$ cat config.mk
export PLATFORM = sky130hd
export DESIGN_NAME = uart_sample_rx
export DESIGN_NICKNAME = d
export VERILOG_FILES = /design/src/rtl/uart_pkg.sv /design/src/rtl/uart_byte_rx.sv /design/src/rtl/uart_sample_rx.sv
export SDC_FILE = /design/constraint.sdc
export NUM_CORES = 1
export LEC_CHECK = 0
export ABC_CLOCK_PERIOD_IN_PS = 3590
export CORE_UTILIZATION = 40
export CTS_BUF_LIST = sky130_fd_sc_hd__clkbuf_8
export DETAILED_ROUTE_END_ITERATION = 10
export PLACE_DENSITY_LB_ADDON = 0.2
export RECOVER_POWER = 25
export SLEW_MARGIN = 40
export SYNTH_ARGS = -nofsm -noshare
export SYNTH_HDL_FRONTEND = slang
export SYNTH_SLANG_ARGS = --single-unit
export TNS_END_PERCENT = 1
$ cat constraint.sdc
create_clock -name clk -period 3.59 [get_ports clk]
set_clock_uncertainty 0.1 [all_clocks]
set_input_delay 0.718 -clock clk [delete_from_list [all_inputs] [get_ports clk]]
set_output_delay 0.718 -clock clk [all_outputs]
set_load 0.02 [all_outputs]
$ cat src/rtl/uart_pkg.sv
// uart_pkg: shared types and defaults for the serial sample-stream receiver.
//   byte_state_t  - byte FSM states (start/data/stop recovery)
//   frame_state_t - frame FSM states (sync hunt, high byte, low byte)
//   idx_width()   - width of a 0-based index that never collapses to 0 bits
`timescale 1ns/1ps
package uart_pkg;

  typedef enum logic [2:0] {
    IDLE      = 3'd0,
    START     = 3'd1,
    DATA      = 3'd2,
    STOP      = 3'd3,
    WAIT_IDLE = 3'd4
  } byte_state_t;

  typedef enum logic [1:0] {
    HUNT = 2'd0,
    HI   = 2'd1,
    LO   = 2'd2
  } frame_state_t;

  localparam int         CLKS_PER_BIT_100M_115200 = 868;
  localparam logic [7:0] SYNC_BYTE_DEFAULT        = 8'hA5;

  function automatic int idx_width(input int n);
    return (n > 1) ? $clog2(n) : 1;
  endfunction

endpackage

$ cat src/rtl/uart_byte_rx.sv
// uart_byte_rx: 8N1 UART byte receiver (LSB first) with input synchronizer.
// Ports:
//   clk, rst     - system clock, async active-high reset
//   rx           - serial line, idle high, asynchronous to clk
//   byte_data    - last good byte, updated with byte_valid
//   byte_valid   - one-cycle pulse per byte with a good stop bit
//   framing_err  - one-cycle pulse when the stop bit samples low
`timescale 1ns/1ps
module uart_byte_rx
  import uart_pkg::*;
#(
  parameter int CLKS_PER_BIT = CLKS_PER_BIT_100M_115200
) (
  input  logic       clk,
  input  logic       rst,
  input  logic       rx,
  output logic [7:0] byte_data,
  output logic       byte_valid,
  output logic       framing_err
);

  localparam int             CW   = $clog2(CLKS_PER_BIT);
  localparam logic [CW-1:0]  HALF = CW'(CLKS_PER_BIT / 2 - 1);
  localparam logic [CW-1:0]  FULL = CW'(CLKS_PER_BIT - 1);

  logic          sync1, rxs, rxs_d;
  logic          fall;
  byte_state_t   state;
  logic [CW-1:0] cnt;
  logic [2:0]    bit_idx;
  logic [7:0]    shreg;

  // Two-flop synchronizer; rxs_d is only used for edge detection.
  always_ff @(posedge clk or posedge rst) begin
    if (rst) begin
      sync1 <= 1'b1;
      rxs   <= 1'b1;
      rxs_d <= 1'b1;
    end else begin
      sync1 <= rx;
      rxs   <= sync1;
      rxs_d <= rxs;
    end
  end

  assign fall = rxs_d & ~rxs;

  always_ff @(posedge clk or posedge rst) begin
    if (rst) begin
      state       <= IDLE;
      cnt         <= '0;
      bit_idx     <= '0;
      shreg       <= '0;
      byte_data   <= '0;
      byte_valid  <= 1'b0;
      framing_err <= 1'b0;
    end else begin
      byte_valid  <= 1'b0;
      framing_err <= 1'b0;
      case (state)
        IDLE: begin
          if (fall) begin
            state <= START;
            cnt   <= '0;
          end
        end
        START: begin
          // Mid start bit: a high line here means the edge was a glitch.
          if (cnt == HALF) begin
            cnt     <= '0;
            bit_idx <= '0;
            state   <= rxs ? IDLE : DATA;
          end else begin
            cnt <= cnt + 1'b1;
          end
        end
        DATA: begin
          if (cnt == FULL) begin
            cnt            <= '0;
            shreg[bit_idx] <= rxs;
            if (bit_idx == 3'd7) state   <= STOP;
            else                 bit_idx <= bit_idx + 1'b1;
          end else begin
            cnt <= cnt + 1'b1;
          end
        end
        STOP: begin
          if (cnt == FULL) begin
            cnt <= '0;
            if (rxs) begin
              byte_valid <= 1'b1;
              byte_data  <= shreg;
              state      <= IDLE;
            end else begin
              // Stay out of IDLE until the line recovers so a held-low
              // break yields a single error, not one per byte time.
              framing_err <= 1'b1;
              state       <= WAIT_IDLE;
            end
          end else begin
            cnt <= cnt + 1'b1;
          end
        end
        WAIT_IDLE: begin
          if (rxs) state <= IDLE;
        end
        default: state <= IDLE;
      endcase
    end
  end

endmodule

$ cat src/rtl/uart_sample_rx.sv
// uart_sample_rx: decodes the sync-delimited serial sample stream.
// After a SYNC_BYTE, SAMPLES_PER_FRAME big-endian 16-bit samples follow.
// Ports:
//   clk, rst      - system clock, async active-high reset
//   uart_in       - serial line, idle high, asynchronous to clk
//   sample_data   - last assembled sample {hi, lo}, held between pulses
//   sample_valid  - one-cycle pulse with each new sample
//   sample_index  - 0-based position of sample_data in its frame
//   frame_done    - one-cycle pulse alongside the last sample of a frame
//   framing_err   - one-cycle pulse on a bad stop bit
//   byte_data     - last good byte (debug)
//   byte_valid    - one-cycle pulse per good byte (debug)
`timescale 1ns/1ps
module uart_sample_rx
  import uart_pkg::*;
#(
  parameter int         CLKS_PER_BIT      = CLKS_PER_BIT_100M_115200,
  parameter int         SAMPLES_PER_FRAME = 16,
  parameter logic [7:0] SYNC_BYTE         = SYNC_BYTE_DEFAULT,
  localparam int        IW                = idx_width(SAMPLES_PER_FRAME)
) (
  input  logic          clk,
  input  logic          rst,
  input  logic          uart_in,
  output logic [15:0]   sample_data,
  output logic          sample_valid,
  output logic [IW-1:0] sample_index,
  output logic          frame_done,
  output logic          framing_err,
  output logic [7:0]    byte_data,
  output logic          byte_valid
);

  localparam logic [IW-1:0] LAST = IW'(SAMPLES_PER_FRAME - 1);

  frame_state_t  fstate;
  logic [7:0]    hi_byte;
  logic [IW-1:0] idx;

  uart_byte_rx #(
    .CLKS_PER_BIT (CLKS_PER_BIT)
  ) u_byte_rx (
    .clk         (clk),
    .rst         (rst),
    .rx          (uart_in),
    .byte_data   (byte_data),
    .byte_valid  (byte_valid),
    .framing_err (framing_err)
  );

  always_ff @(posedge clk or posedge rst) begin
    if (rst) begin
      fstate       <= HUNT;
      hi_byte      <= '0;
      idx          <= '0;
      sample_data  <= '0;
      sample_index <= '0;
      sample_valid <= 1'b0;
      frame_done   <= 1'b0;
    end else begin
      sample_valid <= 1'b0;
      frame_done   <= 1'b0;
      case (fstate)
        HUNT: begin
          if (byte_valid && byte_data == SYNC_BYTE) begin
            fstate <= HI;
            idx    <= '0;
          end
        end
        HI: begin
          // Inside a frame every byte is payload, including SYNC_BYTE.
          if (framing_err) begin
            fstate <= HUNT;
          end else if (byte_valid) begin
            hi_byte <= byte_data;
            fstate  <= LO;
          end
        end
        LO: begin
          if (framing_err) begin
            fstate <= HUNT;
          end else if (byte_valid) begin
            sample_data  <= {hi_byte, byte_data};
            sample_index <= idx;
            sample_valid <= 1'b1;
            if (idx == LAST) begin
              frame_done <= 1'b1;
              fstate     <= HUNT;
            end else begin
              idx    <= idx + 1'b1;
              fstate <= HI;
            end
          end
        end
        default: fstate <= HUNT;
      endcase
    end
  end

endmodule

# After elaboration in Yosys (flattened, before gate mapping)
# Index checks and enable logic that the tools add are counted.
dict set report classes {
  n_reduce_logical 17
  add_sub_neg 3
  n_mux 45
  order_cmp 2
  n_eq_ne 24
  n_bitwise 3
}
# op n
set op_table {}
lappend op_table {{10-bit two-way mux} 3}
lappend op_table {{3-bit two-way mux} 10}
lappend op_table {{10-bit one-hot mux with 3 select lines} 1}
lappend op_table {{4-bit two-way mux} 4}
lappend op_table {{1-bit two-way mux} 15}
lappend op_table {{3-bit one-hot mux with 5 select lines} 1}
lappend op_table {{2-bit by 1-bit != test with 1-bit output, second input constant} 7}
lappend op_table {{2-bit two-way mux} 6}
lappend op_table {{3-bit AND reduction} 4}
lappend op_table {{10-bit by 1-bit adder with 10-bit output, second input constant} 1}
lappend op_table {{10-bit == test, second input constant} 1}
lappend op_table {{10-bit by 9-bit == test with 1-bit output, second input constant} 1}
lappend op_table {{8-bit bitwise mux} 1}
lappend op_table {{8-bit == test, second input constant} 1}
lappend op_table {{2-bit != test, second input constant} 4}
lappend op_table {{4-bit one-hot mux with 2 select lines} 1}
lappend op_table {{3-bit by 2-bit == test with 1-bit output, second input constant} 2}
lappend op_table {{3-bit == test, second input constant} 2}
lappend op_table {{3-bit by 1-bit != test with 1-bit output, second input constant} 2}
lappend op_table {{2-bit one-hot mux with 3 select lines} 1}
lappend op_table {{3-bit one-hot mux with 2 select lines} 1}
lappend op_table {{6-bit AND reduction} 1}
lappend op_table {{5-bit AND reduction} 1}
lappend op_table {{4-bit by 1-bit adder with 4-bit output, second input constant} 1}
lappend op_table {{other kinds (18)} 22}
dict set report word_totals {
  reg_bits 73
  inputBits 3
  word_cells 111
}

# Logic depth before layout (Yosys ltp)
# Gate-level depths: netlist of the first run.
dict set report depth {
  word_depth 5
  depth_mapped 7
  mapped_depth_nobuf 6
}

# Hierarchy
# From an unflattened synthesis of the first run, not the netlist that was laid out.
dict set report hier_totals {
  hier_cells 270
  area_unflattened_um2 3442.1
}
# mod cells_per_inst area_each_um2 n_inst
set by_module_without_submodules {}
lappend by_module_without_submodules {uart_byte_rx 173 1958.1 1}
lappend by_module_without_submodules {uart_sample_rx 97 1483.9 1}

# Worst setup path before layout of the first run
# Ideal clock, no wire load.
dict set report synth_timing {
  path_kind {reg2reg}
  start {register u_byte_rx.cnt[1]}
  end {register u_byte_rx.bit_idx[0]}
  setup_time_ns 0.125
  slack_ns 1.536
  stages_incl_launch_ff 7
  arrival_time_ns 1.829
  cell_sequence {dfrtp_1 -> inv_1 -> ha_1 -> nor4bb_1 -> or3b_1 -> a21boi_4 -> mux2_4}
}
dict set report synth_via {
  elab_chain_cells 3
}
# item line
set synth_rtl {}
lappend synth_rtl {{start, declared} uart_byte_rx.sv:29} ;# logic [CW-1:0] cnt;
lappend synth_rtl {{start signal, assigned} uart_byte_rx.sv:74} ;# cnt <= cnt + 1'b1;
lappend synth_rtl {{start signal, assigned} uart_byte_rx.sv:84} ;# cnt <= cnt + 1'b1;
lappend synth_rtl {{start signal, assigned} uart_byte_rx.sv:101} ;# cnt <= cnt + 1'b1;
lappend synth_rtl {{10-bit == test / 10-bit by 9-bit == test with 1-bit output (equally long branches)} {uart_byte_rx.sv:78, uart_byte_rx.sv:69}}
lappend synth_rtl {{2-bit by 1-bit != test with 1-bit output (no line)} n/a}
lappend synth_rtl {{4-bit AND reduction (no line) *} n/a}
lappend synth_rtl {{end signal, assigned} uart_byte_rx.sv:82} ;# else bit_idx <= bit_idx + 1'b1;
lappend synth_rtl {{end, declared} uart_byte_rx.sv:30} ;# logic [2:0] bit_idx;
# Mark *: on every way between the ends. The rest lies on a longest branch, timed or not.
# A chain may end at the register's enable or synchronous reset.

# Worst setup path after layout of the first run
dict set report layout_timing {
  start {register u_byte_rx.framing_err}
  end {register idx[3]}
}
dict set report layout_via {
  elab_chain_cells 2
}
# item line
set layout_rtl {}
lappend layout_rtl {{start, declared} uart_byte_rx.sv:19} ;# output logic framing_err
lappend layout_rtl {{start signal, assigned} uart_byte_rx.sv:56} ;# framing_err <= 1'b0;
lappend layout_rtl {{start signal, assigned} uart_byte_rx.sv:59} ;# framing_err <= 1'b0;
lappend layout_rtl {{start signal, assigned} uart_byte_rx.sv:97} ;# framing_err <= 1'b1;
lappend layout_rtl {{2-bit != test (no line)} n/a}
lappend layout_rtl {{5-bit AND reduction (no line)} n/a}
lappend layout_rtl {{end signal, assigned} uart_sample_rx.sv:90} ;# idx <= idx + 1'b1;
lappend layout_rtl {{end, declared} uart_sample_rx.sv:38} ;# logic [IW-1:0] idx;
# No other way between the ends.

==> results.sh, run 1 <==
export IMPL_crit_end="idx[3]"
export IMPL_cts_setup_buffers=0
export IMPL_cts_sinks=73
export IMPL_hpwl_um=4119
export IMPL_dieArea_sq_um=8769
export IMPL_grt_max_degree=74
export IMPL_ctsResizeCount=0
export IMPL_slew_viol_final=74
export IMPL_holdWs_ns=0.2597
export IMPL_placed_cell_area_sq_um=3800
export IMPL_drtAntennaViolNets=0
export IMPL_tns_ns=0
export IMPL_netlist_top_cells_area="dfrtp_1, mux2_2, mux2_4, dfstp_2, nand2_1"
export IMPL_grt_pass1_vias=2086
export IMPL_io_pins=35
export IMPL_synth_seq_cells=73
export IMPL_routabilityCongestion=0.7953
export IMPL_nets=309
export IMPL_worstPathRequired_ns=3.73
export IMPL_r2r_setup_slack_ns=0.88
export IMPL_worst_setup_path_type="register to register"
export IMPL_rsz0062_at_grt="no"
export IMPL_p_leak_nw=1.742
export IMPL_synth_largest_type_area_fraction_pct=52.14
export IMPL_overflow=0
export IMPL_failed_checks="max-capacitance violations, max-slew violations"
export IMPL_end_kind="register"
export IMPL_fin_ws_ns=0.8759
export IMPL_outcome="finished with violations"
export IMPL_clkSlewWorstSetupHoldPaths_ns=0.08
export IMPL_drt_initial_drc_count=47
export IMPL_drc=0
export IMPL_area_delta_synth_final_pct=17.91
export IMPL_drt_total_wl_um=5997
export IMPL_arrival_ns=2.86
export IMPL_num_rows=33
export IMPL_synth_cell_type_count=55
export IMPL_cts_made_buffers=9
export IMPL_finalHoldViolCount=0
export IMPL_powerDensity_nw_per_um2=462.2
export IMPL_crit_start="u_byte_rx.framing_err"
export IMPL_fillers=736
export IMPL_via_count=2159
export IMPL_crit_path_cell_trace="nor4bb_4, clkbuf_1, nand2_1, a32o_1, a22o_1"
export IMPL_dp_slack_ns=1.244
export IMPL_drt_pass1_iterations=4
export IMPL_ys_async_sr_fraction_pct=100.0
export IMPL_ys_seq_area_share_pct=54.49
export IMPL_synth_top_flop_cell="dfrtp_1"
export IMPL_cpPeakStageDelay_ns=0.90
export IMPL_ctsHoldBuffers=0
export IMPL_reg2reg_from="u_byte_rx.framing_err"
export IMPL_drv_cap=1
export IMPL_syn_nets=271
export IMPL_antenna_found_initial=0
export IMPL_synth_area_sq_um=3359
export IMPL_port_buffers=34
export IMPL_final_area_sq_um=3961
export IMPL_ir_drop_uv=275.2
export IMPL_start_kind="register"
export IMPL_cts_tree="built"
export IMPL_slowest_stage="clkbuf_1"
export IMPL_diodes=0
export IMPL_maxClockFrequency_mhz=368.5
export IMPL_die_h_um=93.65
export IMPL_htree_levels=3
export IMPL_synth_edff_count=0
export IMPL_start_util_pct=41.09
export IMPL_period_minus_slack_ns=2.714
export IMPL_grtUsageTotal_pct=15.49
export IMPL_crit_fanout=24
export IMPL_synth_top_area_cell="dfrtp_1"
export IMPL_syn_avg_cell_area_sq_um=12.77
export IMPL_cts_max_path_buffers=2
export IMPL_clock_latency_ns=0.35
export IMPL_worstRegToRegCells=5
export IMPL_max_slew_margin_pct=-15.02
export IMPL_routedWlPerCell_um=14.59
export IMPL_ys_warnings_count=0
export IMPL_grt_pass1_wl_um=10330
export IMPL_root_buffer="clkbuf_8"
export IMPL_finalCritPeriodShare_pct=75.60
export IMPL_hold_class="register to register"
export IMPL_die_x_um=93.65
export IMPL_tightest_slew_ns=1.725
export IMPL_setup_viol=0
export IMPL_core_area_sq_um=8175
export IMPL_rr_endpoint="idx[3]"
export IMPL_avgViaCountPerCell=5.253
export IMPL_drive_gt1_share_pct=24.51
export IMPL_hold_start="u_byte_rx.sync1"
export IMPL_netlist_instances=263
[logic make-up (layout without fill, tap and decap cells)]
| family | after synthesis | after routing | share of synthesized area [%] |
|---|---|---|---|
| and+or+nand+nor | 75 | 75 | 14.15 |
| DFF | 73 | 73 | 54.49 |
| muxes | 48 | 48 | 16.98 |
| AOI/OAI and AO/OA | 43 | 43 | 9.349 |
| buffers and inverters | 19 | 62 | 3.165 |
| adders and majority gates | 5 | 5 | 1.862 |
[worst min-delay path by stage]
stage | cells after the start | to | slack (ns)
6_report | 0 | u_byte_rx.rxs | 0.26
5_1_grt | 0 | u_byte_rx.rxs | 0.26
4_1_cts | 0 | u_byte_rx.rxs | 0.25
3_5_place_dp | 0 | u_byte_rx.rxs | 0.25
3_3_place_gp | 0 | u_byte_rx.rxs | 0.25
2_1_floorplan | 0 | u_byte_rx.rxs | 0.25
[critical path: cells and delay by family (launching register included)]
family | cells | cell delay [ns]
and+or+nand+nor | 2 | 0.65
AOI/OAI and AO/OA | 2 | 0.50
DFF | 1 | 0.46
buffers and inverters | 1 | 0.90
[routing by layer]
metal	part of all wire, %	global-route usage (%)
met3	3.3	3.902
met4	2.4	8.462
met2	46	23.71
met5	0	0
met1	48	20.06
[area by class of cell]
class / count / area [sq um] / area share, %
sequential: 73 / 1831 / 46.21
clock inverter: 7 / 47.55 / 1.200
tap: 105 / 131.4 / 3.316
clock buffer: 9 / 123.9 / 3.127
timing repair buffer: 37 / 356.6 / 9.002
inverter: 9 / 33.78 / 0.8528
multi-input combinational: 171 / 1438 / 36.29
[Yosys cell counts (3+ instances only)]
library cell  count
mux2_4            9
dfrtp_1          70
nor2_1            8
nand3_1           8
nand2_1          19
ha_1              5
o21ai_0          10
buf_6             3
mux2i_1           3
nor3_1            6
o22ai_1           4
mux2_2           36
o31ai_1           3
o211ai_1          4
buf_2             4
nand2b_1          3
inv_1             9
nor4b_1           3
o2111ai_1         3
dfstp_2           3
and2_1            3
a21oi_1           6
[layout by cell type (no fill, tap or decap), types with 3 or more instances in the layout]
master,netlist,layout
a21oi_1,6,6
and2_1,3,3
clkbuf_8,0,9
clkdlybuf4s50_1,0,32
clkinvlp_4,0,4
dfrtp_1,70,70
ha_1,5,5
inv_1,9,9
mux2_2,36,36
mux2_4,9,9
mux2i_1,3,3
nand2_1,19,19
nand2b_1,3,3
nand3_1,8,8
nor2_1,8,8
nor3_1,6,6
nor4b_1,3,3
o2111ai_1,3,3
o211ai_1,4,4
o21ai_0,10,10
o22ai_1,4,4
o31ai_1,3,3
[metrics by stage]
stage | power [mW] | utilization [%] | std cells
floorplan | 1.233 | - | 263
global placement | 1.280 | 46.43 | 395
detailed placement | 1.288 | 46.48 | 395
CTS | 1.862 | 48.58 | 411
global route | 1.931 | 48.45 | 411
finish | 1.831 | 48.45 | 411
[power breakdown]
group	internal [mW]	switching (mW)
Clock	0.249	0.315
Sequential	0.862	0.0752
Combinational	0.135	0.195
Total	1.25	0.586
[flip-flops by register name, summed over array words and instances (netlist names)]
signal / flops
u_byte_rx.byte_valid: 1
frame_done: 1
sample_valid: 1
u_byte_rx.rxs: 1
u_byte_rx.rxs_d: 1
idx: 4
u_byte_rx.byte_data: 8
sample_data: 16
u_byte_rx.cnt: 10
u_byte_rx.shreg: 8
fstate: 2
u_byte_rx.bit_idx: 3
sample_index: 4
u_byte_rx.sync1: 1
hi_byte: 8
u_byte_rx.framing_err: 1
u_byte_rx.state: 3
Power figures use the tool's default switching activity.
==> inputs of run 2 (changes only) <==
Settings changed: ABC_CLOCK_PERIOD_IN_PS 3590 to 2700.
Clock period 3.59 ns to 2.7 ns, I/O delays scaled along.
==> results.sh, run 2 (same netlist as run 1, synthesis figures left out) <==
export IMPL_dp_slack_ns=0.3488
export IMPL_die_h_um=93.65
export IMPL_hold_depth=0
export IMPL_cts_max_path_buffers=2
export IMPL_rsz0062_at_grt="no"
export IMPL_powerDensity_nw_per_um2=621.2
export IMPL_clkSlewWorstSetupHoldPaths_ns=0.08
export IMPL_antenna_found_initial=0
export IMPL_cts_made_buffers=9
export IMPL_drtAntennaViolNets=0
export IMPL_placedCellCount=395
export IMPL_start_kind="register"
export IMPL_grtUsageTotal_pct=15.31
export IMPL_tns_ns=0
export IMPL_drive_gt1_share_pct=25.49
export IMPL_grt_pass1_vias=2054
export IMPL_failed_checks="max-capacitance violations, max-slew violations"
export IMPL_end_kind="register"
export IMPL_max_slew_margin_pct=-6.009
export IMPL_num_rows=33
export IMPL_io_pins=35
export IMPL_reg2reg_from="u_byte_rx.cnt[1]"
export IMPL_largest_reg_flops=16
export IMPL_ctsResizeCount=0
export IMPL_nets=309
export IMPL_arrival_ns=2.55
export IMPL_instances_no_fill=411
export IMPL_finalCritPeriodShare_pct=89.13
export IMPL_avgViaCountPerCell=5.367
export IMPL_fin_ws_ns=0.2936
export IMPL_worstPathRequired_ns=2.84
export IMPL_overflow=0
export IMPL_hpwl_um=4118
export IMPL_p_leak_nw=1.754
export IMPL_drc=0
export IMPL_hold_end="u_byte_rx.rxs"
export IMPL_crit_path_cell_trace="inv_1, ha_1, nor4bb_1, a41oi_2, nor3_2, mux2_2"
export IMPL_maxClockFrequency_mhz=415.6
export IMPL_fillers=739
export IMPL_cts_setup_buffers=0
export IMPL_tightest_slew_ns=1.590
export IMPL_root_buffer="clkbuf_8"
export IMPL_ir_drop_uv=321.7
export IMPL_top_regs="sample_data (16), u_byte_rx.cnt (10)"
export IMPL_die_x_um=93.65
export IMPL_cts_tree="built"
export IMPL_finalHoldViolCount=0
export IMPL_via_count=2206
export IMPL_final_common_cell="dfrtp_1"
export IMPL_grt_pass1_wl_um=10230
export IMPL_r2r_setup_slack_ns=0.29
export IMPL_final_cell_mix="dfrtp_1, mux2_2, clkdlybuf4s50_1"
export IMPL_dieArea_sq_um=8769
export IMPL_setup_viol=0
export IMPL_drt_initial_drc_count=57
export IMPL_cpPeakStageDelay_ns=0.41
export IMPL_worstRegToRegCells=6
export IMPL_hold_class="register to register"
export IMPL_htree_levels=3
export IMPL_crit_fanout=11
export IMPL_routedWlPerCell_um=14.67
export IMPL_core_area_sq_um=8175
export IMPL_worst_setup_path_type="register to register"
export IMPL_hold_start="u_byte_rx.sync1"
export IMPL_clock_latency_ns=0.35
export IMPL_slowest_stage="dfrtp_1"
export IMPL_period_minus_slack_ns=2.406
export IMPL_routabilityCongestion=0.8051
export IMPL_ctsHoldBuffers=0
export IMPL_diodes=0
export IMPL_drt_pass1_iterations=6
export IMPL_rr_endpoint="u_byte_rx.state[2]"
export IMPL_outcome="finished with violations"
export IMPL_cts_sinks=73
export IMPL_drt_total_wl_um=6028
export IMPL_grt_max_degree=74
export IMPL_port_buffers=34
export IMPL_drv_cap=1
export IMPL_slew_viol_final=74
export IMPL_top_register="sample_data"
export IMPL_area_delta_synth_final_pct=18.55
export IMPL_start_util_pct=41.09
## run 2: final cells by class
cell class / count / area [sq um] / share of cell area, %
multi-input cells: 171 / 1444 / 36.25
clock inverters: 7 / 58.81 / 1.477
clock buffers: 9 / 123.9 / 3.110
well taps: 105 / 131.4 / 3.299
repair buffers: 37 / 360.3 / 9.048
inverters: 9 / 33.78 / 0.8483
flip-flops and latches: 73 / 1831 / 45.96
## run 2: worst max path at each step
stage,end,from
after floorplan,frame_done,rst
after global placement,u_byte_rx.cnt[7],u_byte_rx.cnt[0]
after detailed placement,u_byte_rx.state[0],u_byte_rx.cnt[1]
after CTS,u_byte_rx.state[2],u_byte_rx.cnt[1]
after global routing,sample_data[3],rst
final,u_byte_rx.state[2],u_byte_rx.cnt[1]
## run 2: where the power goes
part           switching, mW  internal, mW
Combinational          0.269         0.173
Clock                  0.441         0.347
Sequential            0.0981          1.15
Total                  0.808          1.67
## run 2: critical path: cells and delay by family (launching register included)
kind	cells	cell delay (ns)
AOI/OAI and AO/OA	1	0.38
muxes	1	0.37
adders and majority gates	1	0.13
and+or+nand+nor	2	0.82
DFF	1	0.41
buffers and inverters	1	0.08
## run 2: routing by layer
layer,wire length [um],global-route usage (%),part of all wire (%)
met5,0,0,0
met4,63,5.769,1.0
met3,246,4.878,4.1
met2,2872,23.90,48
met1,2845,19.83,47
## run 2: stage by stage
step	power (mW)	cell area, sq um	hold WS [ns]	utilization [%]
CTS	2.513	3998	0.2617	48.90
floorplan	1.640	3359	0.2452	-
global route	2.601	3983	0.2716	48.71
global placement	1.700	3809	0.2483	46.59
finish	2.474	3983	0.2647	48.71
detailed placement	1.705	3815	0.2491	46.66
==> patch 1: new RTL, settings of run 2 <==
Register the input `uart_in` before use, with the module's reset. The logic sees it one clock later.
--- a/src/rtl/uart_sample_rx.sv
+++ b/src/rtl/uart_sample_rx.sv
@@ -33,6 +33,16 @@
 
   localparam logic [IW-1:0] LAST = IW'(SAMPLES_PER_FRAME - 1);
 
+  logic uart_q;
+
+  always_ff @(posedge clk or posedge rst) begin
+    if (rst) begin
+      uart_q <= '0;
+    end else begin
+      uart_q <= uart_in;
+    end
+  end
+
   frame_state_t  fstate;
   logic [7:0]    hi_byte;
   logic [IW-1:0] idx;
@@ -42,7 +52,7 @@
   ) u_byte_rx (
     .clk         (clk),
     .rst         (rst),
-    .rx          (uart_in),
+    .rx          (uart_q),
     .byte_data   (byte_data),
     .byte_valid  (byte_valid),
     .framing_err (framing_err)
Function: no difference found for any inputs over 10 cycles, from zero or initial values and one cycle with rst high; that may be too few to reach the edited logic, so the function may still have changed.
==> patch 1 against run 2 <==
Non-clock buffer count is 1 higher. Design area is 1.5% higher. Total power is 4.7% higher. Setup slack worse by 0.026 ns. Synthesized cell count is 0.38% higher. Clock power is 9.4% higher. First-iteration DRC count is 14% higher. Wire length is 0.95% higher. Area after synthesis is 0.74% higher. Sequential cell count is 1 higher. Largest cell class unchanged.
==> patch 1: results (changes against run 2) <==
cts:
  post_cts_resized: 0  # unchanged
  cts_max_path_buffers: 2  # unchanged
  cts_buffers: 9  # unchanged
  clock-root-buffer: "clkbuf_8"  # unchanged
  insertion_delay_ns: 0.35  # about the same
  post-cts-setup-buffers: 0  # unchanged
  clk_pin_slew_ns: 0.08  # about the same
  htree_levels: 3  # unchanged
placement:
  io_buffers: 34  # unchanged
  hpwl_um: 4376  # was 4118 µm
  routabilityCongestion: 0.8235  # was 0.8051
hold_path:
  hold_depth: 0  # unchanged
  min_path_type: "register to register"  # unchanged
critical_path:
  slowest_stage: "nor4bb_1"  # was dfrtp_1
  critPathMaxStageDelay_ns: 0.42
  cp.arrival_ns: 2.57  # was 2.55 ns
  path_max_fanout: 11  # unchanged
  r2r_cells: 6  # unchanged
grt:
  grt_max_degree: 29  # was 74
  grt_antenna_before_repair: 0  # unchanged
  grt_pass1_wl_um: 10610  # was 10230 µm
  grt_pass1_vias: 2134  # was 2054
  met3_usage_pct: 5.097  # was 4.878%
  met2_usage_pct: 25.24  # was 23.90%
  grtUsageTotal_pct: 15.90  # was 15.31%
  met1_usage_pct: 20.27  # was 19.83%
layout:
  layout.nets: 311  # was 309
  num_antenna_cells: 0  # unchanged
  largest_register: "sample_data"  # unchanged
  final_layout_size_suffix_gt1_share_pct: 25.32  # was 25.49%
  num-fill-cells: 750  # was 739
  top_regs: "sample_data: 16 flops, u_byte_rx.cnt: 10 flops"  # unchanged
pwr:
  internal-power_mw: 1.781  # was 1.666 mW
  peakVddDrop_uv: 453.4  # was 321.7 µV
  p_leak_nw: 1.785  # was 1.754 nW
timing:
  fin_crit_sh_pct: 90.08  # was 89.13%
  worstMarginPinSlew_ns: 0.9364  # was 1.590 ns
  fin_setup_tns_ns: 0  # unchanged
  slew_violations: 0  # was 74
synthesis:
  synth_area_leaders: "dfrtp_1 (52%), mux2_2 (12%), mux2_4 (4.0%)"  # unchanged
  synth_compound_area_share_pct: 9.279  # was 9.348%
  synth_fa_ha_area_share_pct: 1.848  # was 1.862%
  synth_common_cells: "dfrtp_1 (71), mux2_2 (36), nand2_1 (19)"  # was dfrtp_1 (70), mux2_2 (36), nand2_1 (19)
  synth_ff_type: "dfrtp_1"  # unchanged
  synthesis.nets: 272  # was 271
  synthMuxAreaShare_pct: 16.86  # was 16.98%
  ys_warn_count: 0  # unchanged
  yosys.area_share.xor_xnor_pct: 0  # unchanged
  async_flop_share_pct: 100.0  # unchanged
  seq_area_frac_synth_pct: 54.82  # was 54.49%
  synth.distinct_cells: 55  # unchanged
routing:
  drt-vias-per-instance: 5.281  # was 5.367
  drt_iter0_drc: 65  # was 57
  drtPass1Iterations: 4  # was 6
  wl_um: 6085  # was 6028 µm
run_status:
  status: "complete, no violations"  # was finished with violations
-- patch 1: logic make-up (layout without fill, tap and decap cells) --
group | after synthesis | in the layout
mux | 48 | 48
simple gates | 75 | 75
compound gates | 43 | 43
flops | 74 | 74
fa+ha+maj | 5 | 5
buf+inv | 19 | 63
-- patch 1: final cells by class --
type	instances	area (µm²)	area share [%]
clock buffer	9	123.9	3.063
clock inverter	7	78.83	1.949
inverter	9	33.78	0.8354
multi-input combinational	171	1444	35.71
sequential	74	1856	45.88
tap	105	131.4	3.249
timing repair buffer	38	376.6	9.313
-- patch 1: through the flow --
step / std cells / area [µm²] / hold slack, ns / utilization (%) / setup slack, ns
after CTS: 413 / 4056 / 0.2610 / 49.37 / 0.2151
after floorplan: 264 / 3385 / 0.2330 / - / 0.1833
after detailed placement: 397 / 3854 / 0.2454 / 46.90 / 0.2634
after global routing: 413 / 4044 / 0.2689 / 49.22 / 0.09830
final: 413 / 4044 / 0.2613 / 49.22 / 0.2677
after global placement: 397 / 3854 / 0.2376 / 46.90 / 0.3554
-- patch 1: worst paths after layout --
kind	from	to	slack (ns)
min reg2reg	uart_q	u_byte_rx.sync1	0.26
max	u_byte_rx.cnt[1]	u_byte_rx.state[2]	0.27
max in group asynchronous	rst	u_byte_rx.byte_data[4]	0.64
max reg2reg	u_byte_rx.cnt[1]	u_byte_rx.state[2]	0.27
min in group asynchronous	rst	u_byte_rx.state[0]	0.74
min	uart_q	u_byte_rx.sync1	0.26
-- patch 1: routing by layer --
| layer | up-vias | routed length, µm |
|---|---|---|
| met4 | 0 | 78 |
| met3 | 6 | 193 |
| li1 | 1066 | - |
| met2 | 36 | 2892 |
| met5 | - | 0 |
| met1 | 1073 | 2921 |
-- patch 1: power groups by stage --
stage / Sequential [mW] / Combinational (mW) / Clock, mW
6_report: 1.27 / 0.455 / 0.863
3_5_place_dp: 1.29 / 0.456 / 0
2_1_floorplan: 1.23 / 0.439 / 0
3_3_place_gp: 1.29 / 0.441 / 0
5_1_grt: 1.29 / 0.512 / 0.941
4_1_cts: 1.27 / 0.460 / 0.900
-- patch 1: worst max-delay path, delay by kind of cell, from the launching register on --
kind            cells  cell delay, ns
fa+ha+maj           1            0.16
flops               1            0.41
mux                 1            0.37
buf+inv             1            0.08
simple gates        2            0.82
compound gates      1            0.37
==> patch 2: new RTL, config.mk and constraints of run 2 <==
Without the edit above. `CLKS_PER_BIT_100M_115200`: 868 -> 434.
--- a/src/rtl/uart_pkg.sv
+++ b/src/rtl/uart_pkg.sv
@@ -19,7 +19,7 @@
     LO   = 2'd2
   } frame_state_t;
 
-  localparam int         CLKS_PER_BIT_100M_115200 = 868;
+  localparam int         CLKS_PER_BIT_100M_115200 = 434;
   localparam logic [7:0] SYNC_BYTE_DEFAULT        = 8'hA5;
 
   function automatic int idx_width(input int n);
Behaviour: no difference found for any inputs over 10 cycles, from zero or initial values and one cycle with rst high; that may be too few to reach the edited logic, so the function may still have changed.
==> patch 2 against run 2 <==
Design area is 0.28% higher. Total power is 2.0% lower. Setup slack better by 0.28 ns. Wire length fell by 4.6%. Area after synthesis fell by 1.6%. Critical endpoint is now u_byte_rx.state[0]. Highest routed layer unchanged. Hold slack worse by 0.0031 ns. Sequential cell count shrank 1.
==> patch 2: results (changes against run 2) <==
grt:
  met1_usage_pct: 19.48  # was 19.83%
  grt_max_degree: 28  # was 74
  grt_antenna_before_repair: 0  # unchanged
  grt_pass1_vias: 2021  # was 2054
  grtUsageTotal_pct: 14.89  # was 15.31%
  met2_usage_pct: 22.37  # was 23.90%
  busiest_layer: "met2"  # unchanged
  grt_pass1_wl_um: 9839  # was 10230 µm
  met3_usage_pct: 5.090  # was 4.878%
routing:
  drtPass1Iterations: 4  # was 6
  drt_iter0_drc: 58  # was 57
  wl_um: 5752  # was 6028 µm
  vias: 2153  # was 2206
pwr:
  internal-power_mw: 1.777  # was 1.666 mW
  peakVddDrop_uv: 491.4  # was 321.7 µV
  p_leak_nw: 1.847  # was 1.754 nW
critical_path:
  path_max_fanout: 10  # was 11
  crit_type: "register to register"  # unchanged
  r2r_cells: 6  # unchanged
  r2r_setup_slack_ns: 0.57  # was 0.29 ns
  reg2reg_to: "u_byte_rx.state[0]"  # was u_byte_rx.state[2]
  cp.arrival_ns: 2.26  # was 2.55 ns
  crit_path_start: "u_byte_rx.cnt[0]"  # was u_byte_rx.cnt[1]
timing:
  fin_ws_ns: 0.5748  # was 0.2936 ns
  worstMarginPinSlew_ns: 0.9812  # was 1.590 ns
  timing.hold.ws_ns: 0.2616  # was 0.2647 ns
synthesis:
  ys_warn_count: 0  # unchanged
  synth_area_leaders: "dfrtp_1 (52%), mux2_2 (16%), dfstp_2 (2.4%)"  # was dfrtp_1 (52%), mux2_2 (12%), mux2_4 (4.0%)
  netlist_instances: 263  # unchanged
  seq_area_frac_synth_pct: 54.64  # was 54.49%
  synth.distinct_cells: 49  # was 55
  async_flop_share_pct: 100.0  # unchanged
  synthesis.nets: 272  # was 271
  synth_common_cells: "dfrtp_1 (69), mux2_2 (47), nand2_1 (20)"  # was dfrtp_1 (70), mux2_2 (36), nand2_1 (19)
placement:
  io_buffers: 34  # unchanged
  hpwl_um: 4063  # was 4118 µm
  routabilityCongestion: 0.7997  # was 0.8051
  dp_slack_ns: 0.5769  # was 0.3488 ns
  placed_cell_area_um2: 3774  # was 3815 µm²
  place_inst: 395  # unchanged
layout:
  layout.nets: 313  # was 309
  final_layout_size_suffix_gt1_share_pct: 26.86  # was 25.49%
  top_regs: "sample_data: 16 flops, u_byte_rx.cnt: 9 flops"  # was sample_data: 16 flops, u_byte_rx.cnt: 10 flops
  finalNonFillerCells: 411  # unchanged
  num_antenna_cells: 0  # unchanged
hold_path:
  hold_end: "u_byte_rx.rxs"  # unchanged
  min_path_type: "register to register"  # unchanged
  holdCritStartpoint: "u_byte_rx.sync1"  # unchanged
  hold_depth: 0  # unchanged
run_status:
  status: "complete, no violations"  # was finished with violations
cts:
  clock-root-buffer: "clkbuf_8"  # unchanged
  clk_pin_slew_ns: 0.07
  insertion_delay_ns: 0.34
  cts_buffers: 9  # unchanged
  htree_levels: 3  # unchanged
  post-cts-setup-buffers: 0  # unchanged
  post_cts_resized: 0  # unchanged
  cts_max_path_buffers: 2  # unchanged
==> patch 2: metal layers <==
layer	up-vias	part of all wire, %
met2	45	47
met1	1065	47
li1	1038	-
met5	-	0
met3	5	4.2
met4	0	1.2
==> patch 2: worst max-delay path, stage by stage (launching register included) <==
cell      delay [ns]
dfrtp_1         0.44
inv_1           0.08
ha_1            0.19
nand4b_4        0.11
o31a_1          0.43
a211oi_4        0.31
mux2_2          0.36
==> patch 2: power groups by stage <==
| stage | Sequential, mW | Clock (mW) | Combinational [mW] |
|---|---|---|---|
| after global routing | 1.20 | 1.04 | 0.317 |
| after global placement | 1.21 | 0 | 0.277 |
| final | 1.19 | 0.949 | 0.283 |
| after detailed placement | 1.21 | 0 | 0.289 |
| after CTS | 1.19 | 0.989 | 0.289 |
| after floorplan | 1.16 | 0 | 0.290 |
==> patch 2: cell families (layout without fill, tap and decap cells) <==
logic type	count (synthesis)	in the layout	synth area share, %
AND/OR/NAND/NOR	79	79	14.96
flip-flops	72	72	54.64
multiplexers	52	52	17.53
AO/OA/AOI/OAI	34	34	7.687
buffers and inverters	20	66	2.915
adder cells (fa/ha/maj)	6	6	2.272
==> patch 2: final cells by class <==
| cell class | instances | area, µm² |
|---|---|---|
| multi-input combinational | 171 | 1418 |
| tap | 102 | 127.6 |
| inverter | 10 | 37.54 |
| clock inverter | 6 | 90.09 |
| clock buffer | 10 | 137.6 |
| timing repair buffer | 40 | 377.9 |
| fill | 714 | 3854 |
| sequential | 72 | 1805 |
